===== src/rtl/pixel_dispatcher_if.sv =====
// rtl/pixel_dispatcher_if.sv - engine-side handshake and pixel bus of the pixel dispatcher
interface pixel_dispatcher_if #(
    parameter int SCREEN_WIDTH  = 640,
    parameter int SCREEN_HEIGHT = 480,
    parameter int NUM_ENGINES   = 4
);
    localparam int XW = (SCREEN_WIDTH  > 1) ? $clog2(SCREEN_WIDTH)  : 1;
    localparam int YW = (SCREEN_HEIGHT > 1) ? $clog2(SCREEN_HEIGHT) : 1;

    logic [NUM_ENGINES-1:0] eng_valid;
    logic [NUM_ENGINES-1:0] eng_ready;
    logic signed [31:0]     re_c;
    logic signed [31:0]     im_c;
    logic [XW-1:0]          x_cnt;
    logic [YW-1:0]          y_cnt;

    modport master (
        output eng_valid, re_c, im_c, x_cnt, y_cnt,
        input  eng_ready
    );

    modport slave (
        input  eng_valid, re_c, im_c, x_cnt, y_cnt,
        output eng_ready
    );
endinterface


===== src/rtl/pixel_dispatcher.sv =====
// rtl/pixel_dispatcher.sv - raster-scan pixel source with round-robin engine dispatch (option: PIXEL_DISPATCH_CONTINUOUS_EN)
module pixel_dispatcher #(
    parameter int SCREEN_WIDTH  = 640,
    parameter int SCREEN_HEIGHT = 480,
    parameter int FRAC          = 16,
    parameter int NUM_ENGINES   = 4
) (
    input  logic               sysclk_i,
    input  logic               reset_i,
    input  logic               start_i,
    input  logic signed [31:0] re_start_i,
    input  logic signed [31:0] im_start_i,
    input  logic signed [31:0] step_i,
    output logic               busy_o,
    output logic               frame_done_o,
    pixel_dispatcher_if.master eng_if
);
    localparam int XW = (SCREEN_WIDTH  > 1) ? $clog2(SCREEN_WIDTH)  : 1;
    localparam int YW = (SCREEN_HEIGHT > 1) ? $clog2(SCREEN_HEIGHT) : 1;
    localparam int PW = (NUM_ENGINES   > 1) ? $clog2(NUM_ENGINES)   : 1;

    localparam logic [XW-1:0] X_LAST  = XW'(SCREEN_WIDTH - 1);
    localparam logic [YW-1:0] Y_LAST  = YW'(SCREEN_HEIGHT - 1);
    localparam logic [PW-1:0] PTR_TOP = PW'(NUM_ENGINES - 1);

    // FRAC only fixes the interpretation of the coordinates; the datapath is plain 32-bit wrap.
    if (FRAC < 0 || FRAC > 31) begin : g_bad_frac
        $error("pixel_dispatcher: FRAC out of range");
    end
    if (NUM_ENGINES < 1) begin : g_bad_engines
        $error("pixel_dispatcher: NUM_ENGINES must be >= 1");
    end

    typedef enum logic {
        S_IDLE     = 1'b0,
        S_DISPATCH = 1'b1
    } state_t;

    state_t             state_q, state_d;
    logic signed [31:0] re_c_q, re_c_d;
    logic signed [31:0] im_c_q, im_c_d;
    logic signed [31:0] re_start_q, re_start_d;
    logic signed [31:0] step_q, step_d;
    logic [XW-1:0]      x_q, x_d;
    logic [YW-1:0]      y_q, y_d;
    logic [PW-1:0]      ptr_q, ptr_d;
    logic               frame_done_q, frame_done_d;

    logic [NUM_ENGINES-1:0] grant;
    logic [PW-1:0]          grant_idx;
    logic [PW-1:0]          ptr_next;
    logic                   xfer;

    // Round-robin grant: first ready engine at or after the pointer, wrapping around.
    always_comb begin
        logic          found;
        logic [PW-1:0] idx;
        grant     = '0;
        grant_idx = '0;
        found     = 1'b0;
        idx       = '0;
        if (state_q == S_DISPATCH) begin
            for (int k = 0; k < NUM_ENGINES; k++) begin
                idx = PW'((int'(ptr_q) + k) % NUM_ENGINES);
                if (!found && eng_if.eng_ready[idx]) begin
                    found      = 1'b1;
                    grant[idx] = 1'b1;
                    grant_idx  = idx;
                end
            end
        end
    end

    assign xfer     = |grant;
    assign ptr_next = (grant_idx == PTR_TOP) ? '0 : grant_idx + PW'(1);

    // Next-state and pixel-walk logic; the pixel only moves when an engine takes it.
    always_comb begin
        state_d      = state_q;
        re_c_d       = re_c_q;
        im_c_d       = im_c_q;
        re_start_d   = re_start_q;
        step_d       = step_q;
        x_d          = x_q;
        y_d          = y_q;
        ptr_d        = ptr_q;
        frame_done_d = 1'b0;
        case (state_q)
            S_IDLE: begin
                if (start_i) begin
                    state_d    = S_DISPATCH;
                    re_start_d = re_start_i;
                    step_d     = step_i;
                    re_c_d     = re_start_i;
                    im_c_d     = im_start_i;
                    x_d        = '0;
                    y_d        = '0;
                end
            end
            S_DISPATCH: begin
                if (xfer) begin
                    ptr_d = ptr_next;
                    if (x_q != X_LAST) begin
                        x_d    = x_q + XW'(1);
                        re_c_d = re_c_q + step_q;
                    end else if (y_q != Y_LAST) begin
                        x_d    = '0;
                        y_d    = y_q + YW'(1);
                        re_c_d = re_start_q;
                        im_c_d = im_c_q - step_q;
                    end else begin
                        frame_done_d = 1'b1;
`ifdef PIXEL_DISPATCH_CONTINUOUS_EN
                        // Roll straight into the next frame with freshly sampled viewport.
                        re_start_d = re_start_i;
                        step_d     = step_i;
                        re_c_d     = re_start_i;
                        im_c_d     = im_start_i;
                        x_d        = '0;
                        y_d        = '0;
`else
                        // Single-frame: stop and keep the last pixel visible.
                        state_d = S_IDLE;
`endif
                    end
                end
            end
            default: state_d = S_IDLE;
        endcase
    end

    // State and datapath registers with synchronous reset.
    always_ff @(posedge sysclk_i) begin
        if (reset_i) begin
            state_q      <= S_IDLE;
            re_c_q       <= '0;
            im_c_q       <= '0;
            re_start_q   <= '0;
            step_q       <= '0;
            x_q          <= '0;
            y_q          <= '0;
            ptr_q        <= '0;
            frame_done_q <= 1'b0;
        end else begin
            state_q      <= state_d;
            re_c_q       <= re_c_d;
            im_c_q       <= im_c_d;
            re_start_q   <= re_start_d;
            step_q       <= step_d;
            x_q          <= x_d;
            y_q          <= y_d;
            ptr_q        <= ptr_d;
            frame_done_q <= frame_done_d;
        end
    end

    assign eng_if.eng_valid = grant;
    assign eng_if.re_c      = re_c_q;
    assign eng_if.im_c      = im_c_q;
    assign eng_if.x_cnt     = x_q;
    assign eng_if.y_cnt     = y_q;
    assign busy_o           = (state_q == S_DISPATCH);
    assign frame_done_o     = frame_done_q;
endmodule

===== src/flat_wrapper.sv =====
// flat-port wrapper written by rule: the top's interface ports become plain ports
module pixel_dispatcher_flat 
#(
    parameter int SCREEN_WIDTH  = 640,
    parameter int SCREEN_HEIGHT = 480,
    parameter int FRAC          = 16,
    parameter int NUM_ENGINES   = 4
)
  (sysclk_i, reset_i, start_i, re_start_i, im_start_i, step_i, busy_o, frame_done_o, eng_if_eng_valid, eng_if_re_c, eng_if_im_c, eng_if_x_cnt, eng_if_y_cnt, eng_if_eng_ready);
  pixel_dispatcher_if #(.SCREEN_WIDTH(SCREEN_WIDTH), .SCREEN_HEIGHT(SCREEN_HEIGHT), .NUM_ENGINES(NUM_ENGINES)) eng_if_i ();
  input  logic sysclk_i;
  input  logic reset_i;
  input  logic start_i;
  input  logic signed [31:0] re_start_i;
  input  logic signed [31:0] im_start_i;
  input  logic signed [31:0] step_i;
  output logic busy_o;
  output logic frame_done_o;
  output wire logic [$bits(eng_if_i.eng_valid)-1:0] eng_if_eng_valid;
  output wire logic [$bits(eng_if_i.re_c)-1:0] eng_if_re_c;
  output wire logic [$bits(eng_if_i.im_c)-1:0] eng_if_im_c;
  output wire logic [$bits(eng_if_i.x_cnt)-1:0] eng_if_x_cnt;
  output wire logic [$bits(eng_if_i.y_cnt)-1:0] eng_if_y_cnt;
  input wire logic [$bits(eng_if_i.eng_ready)-1:0] eng_if_eng_ready;
  assign eng_if_eng_valid = eng_if_i.eng_valid;
  assign eng_if_re_c = eng_if_i.re_c;
  assign eng_if_im_c = eng_if_i.im_c;
  assign eng_if_x_cnt = eng_if_i.x_cnt;
  assign eng_if_y_cnt = eng_if_i.y_cnt;
  assign eng_if_i.eng_ready = eng_if_eng_ready;
  pixel_dispatcher #(.SCREEN_WIDTH(SCREEN_WIDTH), .SCREEN_HEIGHT(SCREEN_HEIGHT), .FRAC(FRAC), .NUM_ENGINES(NUM_ENGINES)) u_core (.sysclk_i(sysclk_i), .reset_i(reset_i), .start_i(start_i), .re_start_i(re_start_i), .im_start_i(im_start_i), .step_i(step_i), .busy_o(busy_o), .frame_done_o(frame_done_o), .eng_if(eng_if_i));
endmodule

===== config.mk =====
export PLATFORM = sky130hd
export DESIGN_NAME = pixel_dispatcher_flat
export DESIGN_NICKNAME = d
export VERILOG_FILES = /design/src/rtl/pixel_dispatcher_if.sv /design/src/rtl/pixel_dispatcher.sv /design/src/flat_wrapper.sv
export SDC_FILE = /design/constraint.sdc
export NUM_CORES = 1
export LEC_CHECK = 0
export CAP_MARGIN = 20
export CORE_MARGIN = 4
export CORE_UTILIZATION = 32
export CTS_BUF_LIST = sky130_fd_sc_hd__clkbuf_2 sky130_fd_sc_hd__clkbuf_4 sky130_fd_sc_hd__clkbuf_8
export DETAILED_ROUTE_END_ITERATION = 7
export PLACE_DENSITY = 0.52
export SLEW_MARGIN = 20
export SYNTH_ARGS = -nofsm -noshare
export SYNTH_HDL_FRONTEND = slang
export SYNTH_SLANG_ARGS = --single-unit

===== constraint.sdc =====
create_clock -name sysclk_i -period 4.35 [get_ports sysclk_i]
set_input_delay 0.6525 -clock sysclk_i [delete_from_list [all_inputs] [get_ports sysclk_i]]
set_output_delay 0.6525 -clock sysclk_i [all_outputs]
set_load 0.05 [all_outputs]

==> results of run 1 <==
==> sequential cells by signal (all words and copies together) (netlist names) <==
register	count
u_core.re_start_q	32
u_core.frame_done_o	1
u_core.ptr_q	2
u_core.busy_o	1
u_core.eng_if.y_cnt	9
u_core.eng_if.x_cnt	10
u_core.eng_if.im_c	32
u_core.step_q	32
u_core.eng_if.re_c	32
==> kinds of logic (layout without fill, tap and decap cells) <==
family | after synthesis | count (layout) | synth area share (%)
mux | 31 | 31 | 3.30
fa+ha+maj | 73 | 73 | 8.65
buf+inv | 153 | 298 | 5.84
simple gates | 519 | 519 | 22.3
xor+xnor | 30 | 30 | 2.45
compound gates | 475 | 475 | 29.3
flops | 151 | 151 | 28.2
==> what timing repair did <==
action,4_1_cts,5_1_grt
hold buffers,0,0
gates resized for setup,0,1
setup endpoints to repair,0,2
endpoints found under the hold margin,0,0
==> worst min-delay path: stages, from the launching register on <==
cell	delay, ns
sky130_fd_sc_hd__dfxtp_1	0.31
sky130_fd_sc_hd__nand2_1	0.05
sky130_fd_sc_hd__a21oi_1	0.05
==> final timing paths <==
path	endpoint	slack (ns)	depth (start not counted)
setup / recovery	eng_if_eng_valid[1]	0.31	9
hold / removal	u_core.re_start_q[8]$_SDFFE_PP0P_	0.46	2
setup reg to reg	u_core.eng_if.x_cnt[7]$_SDFFE_PP0P_	0.72	11
hold reg to reg	u_core.re_start_q[8]$_SDFFE_PP0P_	0.46	2
==> report_power, final <==
group	internal (mW)	leakage, nW	switching (mW)
clock network	0.603	0.205	0.592
logic	0.752	3.68	1.16
registers	1.49	1.24	0.130
total	2.85	5.13	1.88
==> through the flow <==
step / utilization, % / setup WS (ns) / total power [mW] / instances / hold WS, ns
floorplan: - / 0.876 / 2.96 / 1432 / 0.432
global placement: 39.6 / 0.391 / 3.55 / 1988 / 0.437
detailed placement: 39.6 / 0.343 / 3.56 / 1988 / 0.445
CTS: 40.8 / 0.0640 / 4.78 / 2019 / 0.458
global route: 40.8 / 0.0181 / 5.02 / 2019 / 0.474
finish: 40.8 / 0.306 / 4.73 / 2019 / 0.455
==> cells in the final DEF (no fill, tap or decap), types with 6 or more instances in the layout <==
master	instances
sky130_fd_sc_hd__dfxtp_1	149
sky130_fd_sc_hd__nor3_1	29
sky130_fd_sc_hd__nand2_1	236
sky130_fd_sc_hd__nor2b_1	12
sky130_fd_sc_hd__nand3_1	40
sky130_fd_sc_hd__a211oi_2	6
sky130_fd_sc_hd__a21oi_1	170
sky130_fd_sc_hd__a21o_1	32
sky130_fd_sc_hd__xor2_1	11
sky130_fd_sc_hd__a311oi_1	7
sky130_fd_sc_hd__buf_4	19
sky130_fd_sc_hd__clkbuf_8	19
sky130_fd_sc_hd__nand4_1	13
sky130_fd_sc_hd__o211ai_1	22
sky130_fd_sc_hd__nand2b_1	11
sky130_fd_sc_hd__or3_1	10
sky130_fd_sc_hd__o31ai_1	12
sky130_fd_sc_hd__or2_2	6
sky130_fd_sc_hd__o41ai_1	6
sky130_fd_sc_hd__o21ai_0	63
sky130_fd_sc_hd__o21a_1	17
sky130_fd_sc_hd__clkdlybuf4s50_1	188
sky130_fd_sc_hd__mux2i_1	23
sky130_fd_sc_hd__nor2_1	95
sky130_fd_sc_hd__and3_1	27
sky130_fd_sc_hd__and4_1	8
sky130_fd_sc_hd__a31oi_1	16
sky130_fd_sc_hd__xnor2_1	19
sky130_fd_sc_hd__ha_1	71
sky130_fd_sc_hd__inv_1	57
sky130_fd_sc_hd__a211oi_1	46
==> area by class of cell <==
class / instances / area (µm²)
multi-input combinational: 1128 / 7110
timing repair buffer: 209 / 2060
sequential: 151 / 3030
clock inverter: 11 / 146
inverter: 58 / 218
tap: 442 / 553
clock buffer: 20 / 269
fill: 3396 / 19400
==> metal layers <==
layer  up-vias  share of wire, %  wire (µm)  global-route usage [%]
met5         -                 0          0                       0
met1      5175                50      18600                    29.1
met4         0               1.5        556                    4.50
met2       249                45      16600                    31.1
li1       5475                 -          -                       -
met3        32               4.0       1510                    2.78
==> parameters.txt, run 1 <==
Parameter                              Value

Clock network
  Largest buffer count on any clock path    2
  Number of buffers added by the clock tree synthesis step    17
  Clock tree sinks    151
  Buffer type at the clock tree root    sky130_fd_sc_hd__clkbuf_8
  Skew-Pair Late Insertion Delay    0.47 ns
  Buffer count from post-CTS setup fixing    0
  Clock-pin slew reported for the worst setup and hold paths after clock tree synthesis    0.09 ns
  Clock tree from TritonCTS    yes
  H-tree levels    4

Critical path
  Maximum fanout along the worst path    13
  Origin of the worst setup path    u_core.ptr_q[0]$_SDFFE_PP0P_
  Cell with the largest stage delay on the worst path    sky130_fd_sc_hd__clkdlybuf4s50_1
  Critical-path cell list    inv_1 > ha_1 > and3b_1 > o211ai_1 > a21oi_1 > or2_2 > nand2_1 > a21oi_1 > clkdlybuf4s50_1
  Critical Path RT    3.70 ns
  Origin of the critical flop-to-flop path    u_core.ptr_q[0]$_SDFFE_PP0P_
  Worst path max stage delay    0.82 ns
  WP buf/inv    2
  Kind of critical path    flip-flop to primary output
  Crit-path most repeated cell    sky130_fd_sc_hd__a21oi_1
  Arrival time of the worst setup path    3.39 ns
  Startpoint type of the worst setup path    flip-flop
  Largest delay contributor family on the critical path    buffers and inverters
  Capturing element type of the critical path    primary output

Worst hold path
  Startpoint of the most critical hold path    u_core.re_start_q[8]$_SDFFE_PP0P_
  Type of the tightest min-delay check    flip-flop to flip-flop

Logic synthesis
  Fraction of synthesis flops using an asynchronous set or reset pin    0%
  Cell type with the highest aggregate area in the netlist    sky130_fd_sc_hd__dfxtp_1
  Most common cell in the synthesized netlist    sky130_fd_sc_hd__nand2_1
  Proportion of netlist area held by the largest area contributor    28.2%
  Number of warnings reported in the yosys synthesis log    0
  Net count after synthesis    1608
  Cell area after technology mapping    10700 µm²
  Per-instance average area after synthesis    7.50 µm²
  EDFF count, synth    0
  Post-synth top cells    sky130_fd_sc_hd__nand2_1 (237), sky130_fd_sc_hd__a21oi_1 (170), sky130_fd_sc_hd__dfxtp_1 (151)
  Post-synthesis cell count    1432
  Dominant cells by area after synthesis    sky130_fd_sc_hd__dfxtp_1 (28%), sky130_fd_sc_hd__nand2_1 (8.3%), sky130_fd_sc_hd__ha_1 (8.3%), sky130_fd_sc_hd__a21oi_1 (7.9%), sky130_fd_sc_hd__nor2_1 (3.3%)
  Sequential area share after synthesis    28.2%
  Unique masters post-synth    79
  Top FF cell, synth    sky130_fd_sc_hd__dfxtp_1
  Synth Register Bits    151

STA
  Final hold viol count    0
  Worst Max-Slew Pin Slew    0.909 ns
  Worst Clk Skew    0.0211 ns
  Tcrit/Tclk final    93.0%
  Setup violations, final    0
  Setup repair after global routing missed its margin    no
  Sum of negative setup slack    0 ns
  Highest Clock Rate    0.247 GHz
  Tmin final    4.04 ns
  Pins over their slew limit    0
  Tightest slew margin relative to the limit    39.3%

Floorplan
  Initial core utilization    32.8%
  Floorplan row count    66
  Total die area    36500 µm²
  Vert. Die Dim    191 µm
  IO Pins    192
  DIE WIDTH    191 µm
  Core region area    32800 µm²

Power
  Leakage power of the design    5.13 nW
  Power density over cell area    353 nW/µm²
  Highest ir drop seen on vdd    0.000176 V

Layout
  Nets@finish    1741
  Proportion of layout cells with a drive suffix above 1    5.64%
  Finished Cell Area    13400 µm²
  N_diodes    0
  Synth-to-Final Area Change    24.7%

Route
  Number of design-rule violations left by the first detailed-router iteration    862
  Mean number of vias per cell    5.41
  Final wirelength    37.3 mm
  ANT nets after route    0
  Number of vias after detailed routing    10900
  Total DRC errors in the routed layout    0
  First drt pass iteration count    5
  Average detailed-routed wire length per instance    18.5 µm

Placement
  Final GP Congestion    0.874
  Estimated wirelength of the detail-placed design    27.5 mm
  Placed instance area    13000 µm²
  Count of buffers inserted at the top-level ports    191

Global route
  GRT overflow    0
  Combined global-route utilization of all metal layers    19.9%
  Number of antenna violations at the first check in global routing    0
  Maximum number of pins on one net before global-route repair    73
  Wire length of the first global-routing pass    58.1 mm
  Via count of the first global-routing pass    10400

Flow run
  Total of max-cap violations    0

Run status
  Status    finished, final reports clean
(Power assumes the default switching activity.)
==> inputs of run 2 (changes only) <==
--- a/config.mk
+++ b/config.mk
@@ -7,10 +7,10 @@
 export LEC_CHECK = 0
 export CAP_MARGIN = 20
 export CORE_MARGIN = 4
-export CORE_UTILIZATION = 32
+export CORE_UTILIZATION = 55
 export CTS_BUF_LIST = sky130_fd_sc_hd__clkbuf_2 sky130_fd_sc_hd__clkbuf_4 sky130_fd_sc_hd__clkbuf_8
 export DETAILED_ROUTE_END_ITERATION = 7
-export PLACE_DENSITY = 0.52
+export PLACE_DENSITY = 0.82
 export SLEW_MARGIN = 20
 export SYNTH_ARGS = -nofsm -noshare
 export SYNTH_HDL_FRONTEND = slang
==> run 2 against run 1 <==
Power is 1.6% higher. Cell area is 1.6% lower. Clock power is 9% higher. Clock skew is 0.0078 ns lower. Count of clock-buffer cells in the layout is 1 higher. Worst setup slack better by 0.11 ns. Critical path depth is 1 lower. Sequential cell count stayed put. Non-clock buffer count is 3 lower. Die area is 40% lower. Register-to-register slack worse by 0.12 ns. Highest routed layer unchanged.
==> parameters.txt, run 2 (synthesized netlist as in run 1, its figures left out) <==
Parameter                              Value

Power
  Power density over cell area    365 nW/µm² (+3.2%)
  Sw Ratio    38.2% (-1.6 points)
  Highest ir drop seen on vdd    0.000206 V (+17%)
  Combinational cell fraction of total power    39.0% (-1.4 points)
  Leakage power of the design    5.16 nW (+0.59%)
  Net switching power figure    1.83 mW (-2.6%)
  Int Power    2.97 mW (+4.4%)
  Part of the total power dissipated in the clock network    27.3% (+2.0 points)
  Sequential power share    33.7% (-0.6 points)

Floorplan
  Vert. Die Dim    148 µm (-23%)
  DIE WIDTH    148 µm (-23%)
  Floorplan row count    50 (-24%)
  Core region area    19000 µm² (-42%)
  IO Pins    192 (unchanged)
  Total die area    21800 µm² (-40%)
  Initial core utilization    56.6% (+24 points)

Layout
  Commonest cells after routing, fill and taps aside    sky130_fd_sc_hd__nand2_1 (236), sky130_fd_sc_hd__clkdlybuf4s50_1 (186), sky130_fd_sc_hd__a21oi_1 (170)
  Synth-to-Final Area Change    22.7%
  Proportion of layout cells with a drive suffix above 1    5.40% (-0.25 points)
  N_diodes    0 (unchanged)
  Core Util, Final    69.5% (+29 points)
  Filler cell count in the final layout    1648 (-51%)
  Nets@finish    1738 (-0.17%)
  Most frequent standard cell in the layout excluding fill and tap cells    sky130_fd_sc_hd__nand2_1

STA
  Highest Clock Rate    0.254 GHz (+2.7%)
  Tmin final    3.94 ns (-0.107 ns)
  Sum of negative setup slack    0 ns (unchanged)
  Tightest slew margin relative to the limit    43.8% (+4.5 points)
  Setup repair after global routing missed its margin    no
  Tcrit/Tclk final    90.5% (-2.4 points)
  Final hold viol count    0 (unchanged)
  Setup violations, final    0 (unchanged)
  Worst Max-Slew Pin Slew    0.843 ns (-0.0668 ns)
  Worst Clk Skew    0.0133 ns (-0.00782 ns)
  Pins over their slew limit    0 (unchanged)

Route
  Total DRC errors in the routed layout    0 (unchanged)
  ANT nets after route    0 (unchanged)
  Final wirelength    32.5 mm (-13%)
  Number of design-rule violations left by the first detailed-router iteration    843 (-2.2%)
  First drt pass iteration count    8 (+3)
  Mean number of vias per cell    6.10 (+13%)
  Number of vias after detailed routing    11200 (+2.4%)
  Average detailed-routed wire length per instance    17.7 µm (-3.9%)

Critical path
  Startpoint type of the worst setup path    flip-flop
  Cell with the largest stage delay on the worst path    sky130_fd_sc_hd__dlygate4sd2_1
  Capturing element type of the critical path    primary output
  Kind of critical path    flip-flop to primary output
  Worst path max stage delay    0.54 ns (-0.28 ns)
  Arrival time of the worst setup path    3.29 ns (-0.10 ns)
  Critical-path cell list    inv_1 > ha_1 > mux4_2 > nor2b_1 > a221o_1 > o21ai_0 > a21oi_1 > dlygate4sd2_1
  Critical Path RT    3.70 ns (about the same)
  Maximum fanout along the worst path    13 (unchanged)

Clock network
  CTS Hold Buffers Added    0 (unchanged)
  H-tree levels    4 (unchanged)
  Skew-Pair Late Insertion Delay    0.47 ns (about the same)
  Clock tree from TritonCTS    yes
  Clock-pin slew reported for the worst setup and hold paths after clock tree synthesis    0.09 ns (about the same)
  Number of buffers added by the clock tree synthesis step    17 (unchanged)
  Largest buffer count on any clock path    2 (unchanged)
  Clock tree sinks    151 (unchanged)
  Buffer count from post-CTS setup fixing    0 (unchanged)
  Buffer type at the clock tree root    sky130_fd_sc_hd__clkbuf_8
  Post-CTS resize count    4 (+4)

Global route
  Met2 routing resource usage after global routing    44.2% (+13 points)
  Wire length of the first global-routing pass    51.8 mm (-11%)
  Combined global-route utilization of all metal layers    28.7% (+8.8 points)
  Number of antenna violations at the first check in global routing    0 (unchanged)
  Busiest layer in global routing    met2
  GRT overflow    0 (unchanged)
  Met1 track demand over resource in global routing    41.2% (+12 points)
  Maximum number of pins on one net before global-route repair    75 (+2.7%)
  Via count of the first global-routing pass    10100 (-2.9%)
  Met3 usage    5.06% (+2.3 points)

Placement
  Count of buffers inserted at the top-level ports    191 (unchanged)
  Final GP Congestion    0.951 (+8.8%)
  Estimated wirelength of the detail-placed design    23.8 mm (-13%)

Run status
  Status    finished, final reports clean

Flow run
  Total of max-cap violations    0 (unchanged)

Worst hold path
  Type of the tightest min-delay check    flip-flop to flip-flop
run 2: changes by cell type in the layout (fill, tap and decap cells not counted), moves of 2 or more:
cell	previous run	this run
sky130_fd_sc_hd__clkinvlp_4	3	1
sky130_fd_sc_hd__clkinv_4	0	2
sky130_fd_sc_hd__bufinv_16	3	5
sky130_fd_sc_hd__buf_4	19	15
sky130_fd_sc_hd__dlygate4sd2_1	0	4
sky130_fd_sc_hd__clkdlybuf4s50_1	188	186
run 2: layer usage:
layer,share of wire (%),vias up
li1,-,5460
met1,45,5218
met2,45,471
met3,8.3,42
met4,1.8,0
met5,0,-
run 2: path summary, 6_finish.rpt:
check / startpoint / endpoint / slack [ns] / cells after the start
setup / recovery: u_core.ptr_q[0]$_SDFFE_PP0P_ / eng_if_eng_valid[0] / 0.41 / 8
hold / removal: u_core.re_start_q[22]$_SDFFE_PP0P_ / u_core.re_start_q[22]$_SDFFE_PP0P_ / 0.45 / 2
setup reg to reg: u_core.ptr_q[0]$_SDFFE_PP0P_ / u_core.eng_if.re_c[29]$_SDFFE_PP0P_ / 0.60 / 11
hold reg to reg: u_core.re_start_q[22]$_SDFFE_PP0P_ / u_core.re_start_q[22]$_SDFFE_PP0P_ / 0.45 / 2
run 2: critical path, delay by kind of cell, from the launching register on:
| kind | cells | cell delay, ns |
|---|---|---|
| AOI/OAI and AO/OA | 3 | 0.47 |
| adders and majority gates | 1 | 0.48 |
| buffers and inverters | 2 | 0.75 |
| DFF | 1 | 0.49 |
| muxes | 1 | 0.41 |
| and+or+nand+nor | 1 | 0.20 |
run 2: power by group through the flow:
stage / clock network [mW] / registers [mW] / logic, mW
floorplan: 0 / 1.83 / 1.13
global placement: 0 / 1.64 / 1.82
detailed placement: 0 / 1.65 / 1.85
CTS: 1.32 / 1.61 / 1.86
global route: 1.38 / 1.63 / 2.04
finish: 1.31 / 1.62 / 1.87
run 2: per-stage QoR:
| stage | instance area (µm²) | hold slack (ns) | setup slack [ns] | power, mW | cells |
|---|---|---|---|---|---|
| after floorplan | 10700 | 0.432 | 0.876 | 2.96 | 1432 |
| after global placement | 12700 | 0.437 | 0.442 | 3.47 | 1803 |
| after detailed placement | 12700 | 0.442 | 0.315 | 3.50 | 1803 |
| after CTS | 13200 | 0.453 | 0.181 | 4.79 | 1835 |
| after global routing | 13200 | 0.476 | 0.167 | 5.05 | 1835 |
| final | 13200 | 0.453 | 0.412 | 4.80 | 1835 |
run 2: cell type report:
cell class	count	area [µm²]	share of cell area [%]
multi-input combinational	1128	7100	53.9
sequential	151	3030	23.0
timing repair buffer	206	2030	15.4
tap	260	325	2.47
clock buffer	21	283	2.15
inverter	58	218	1.65
clock inverter	11	194	1.47
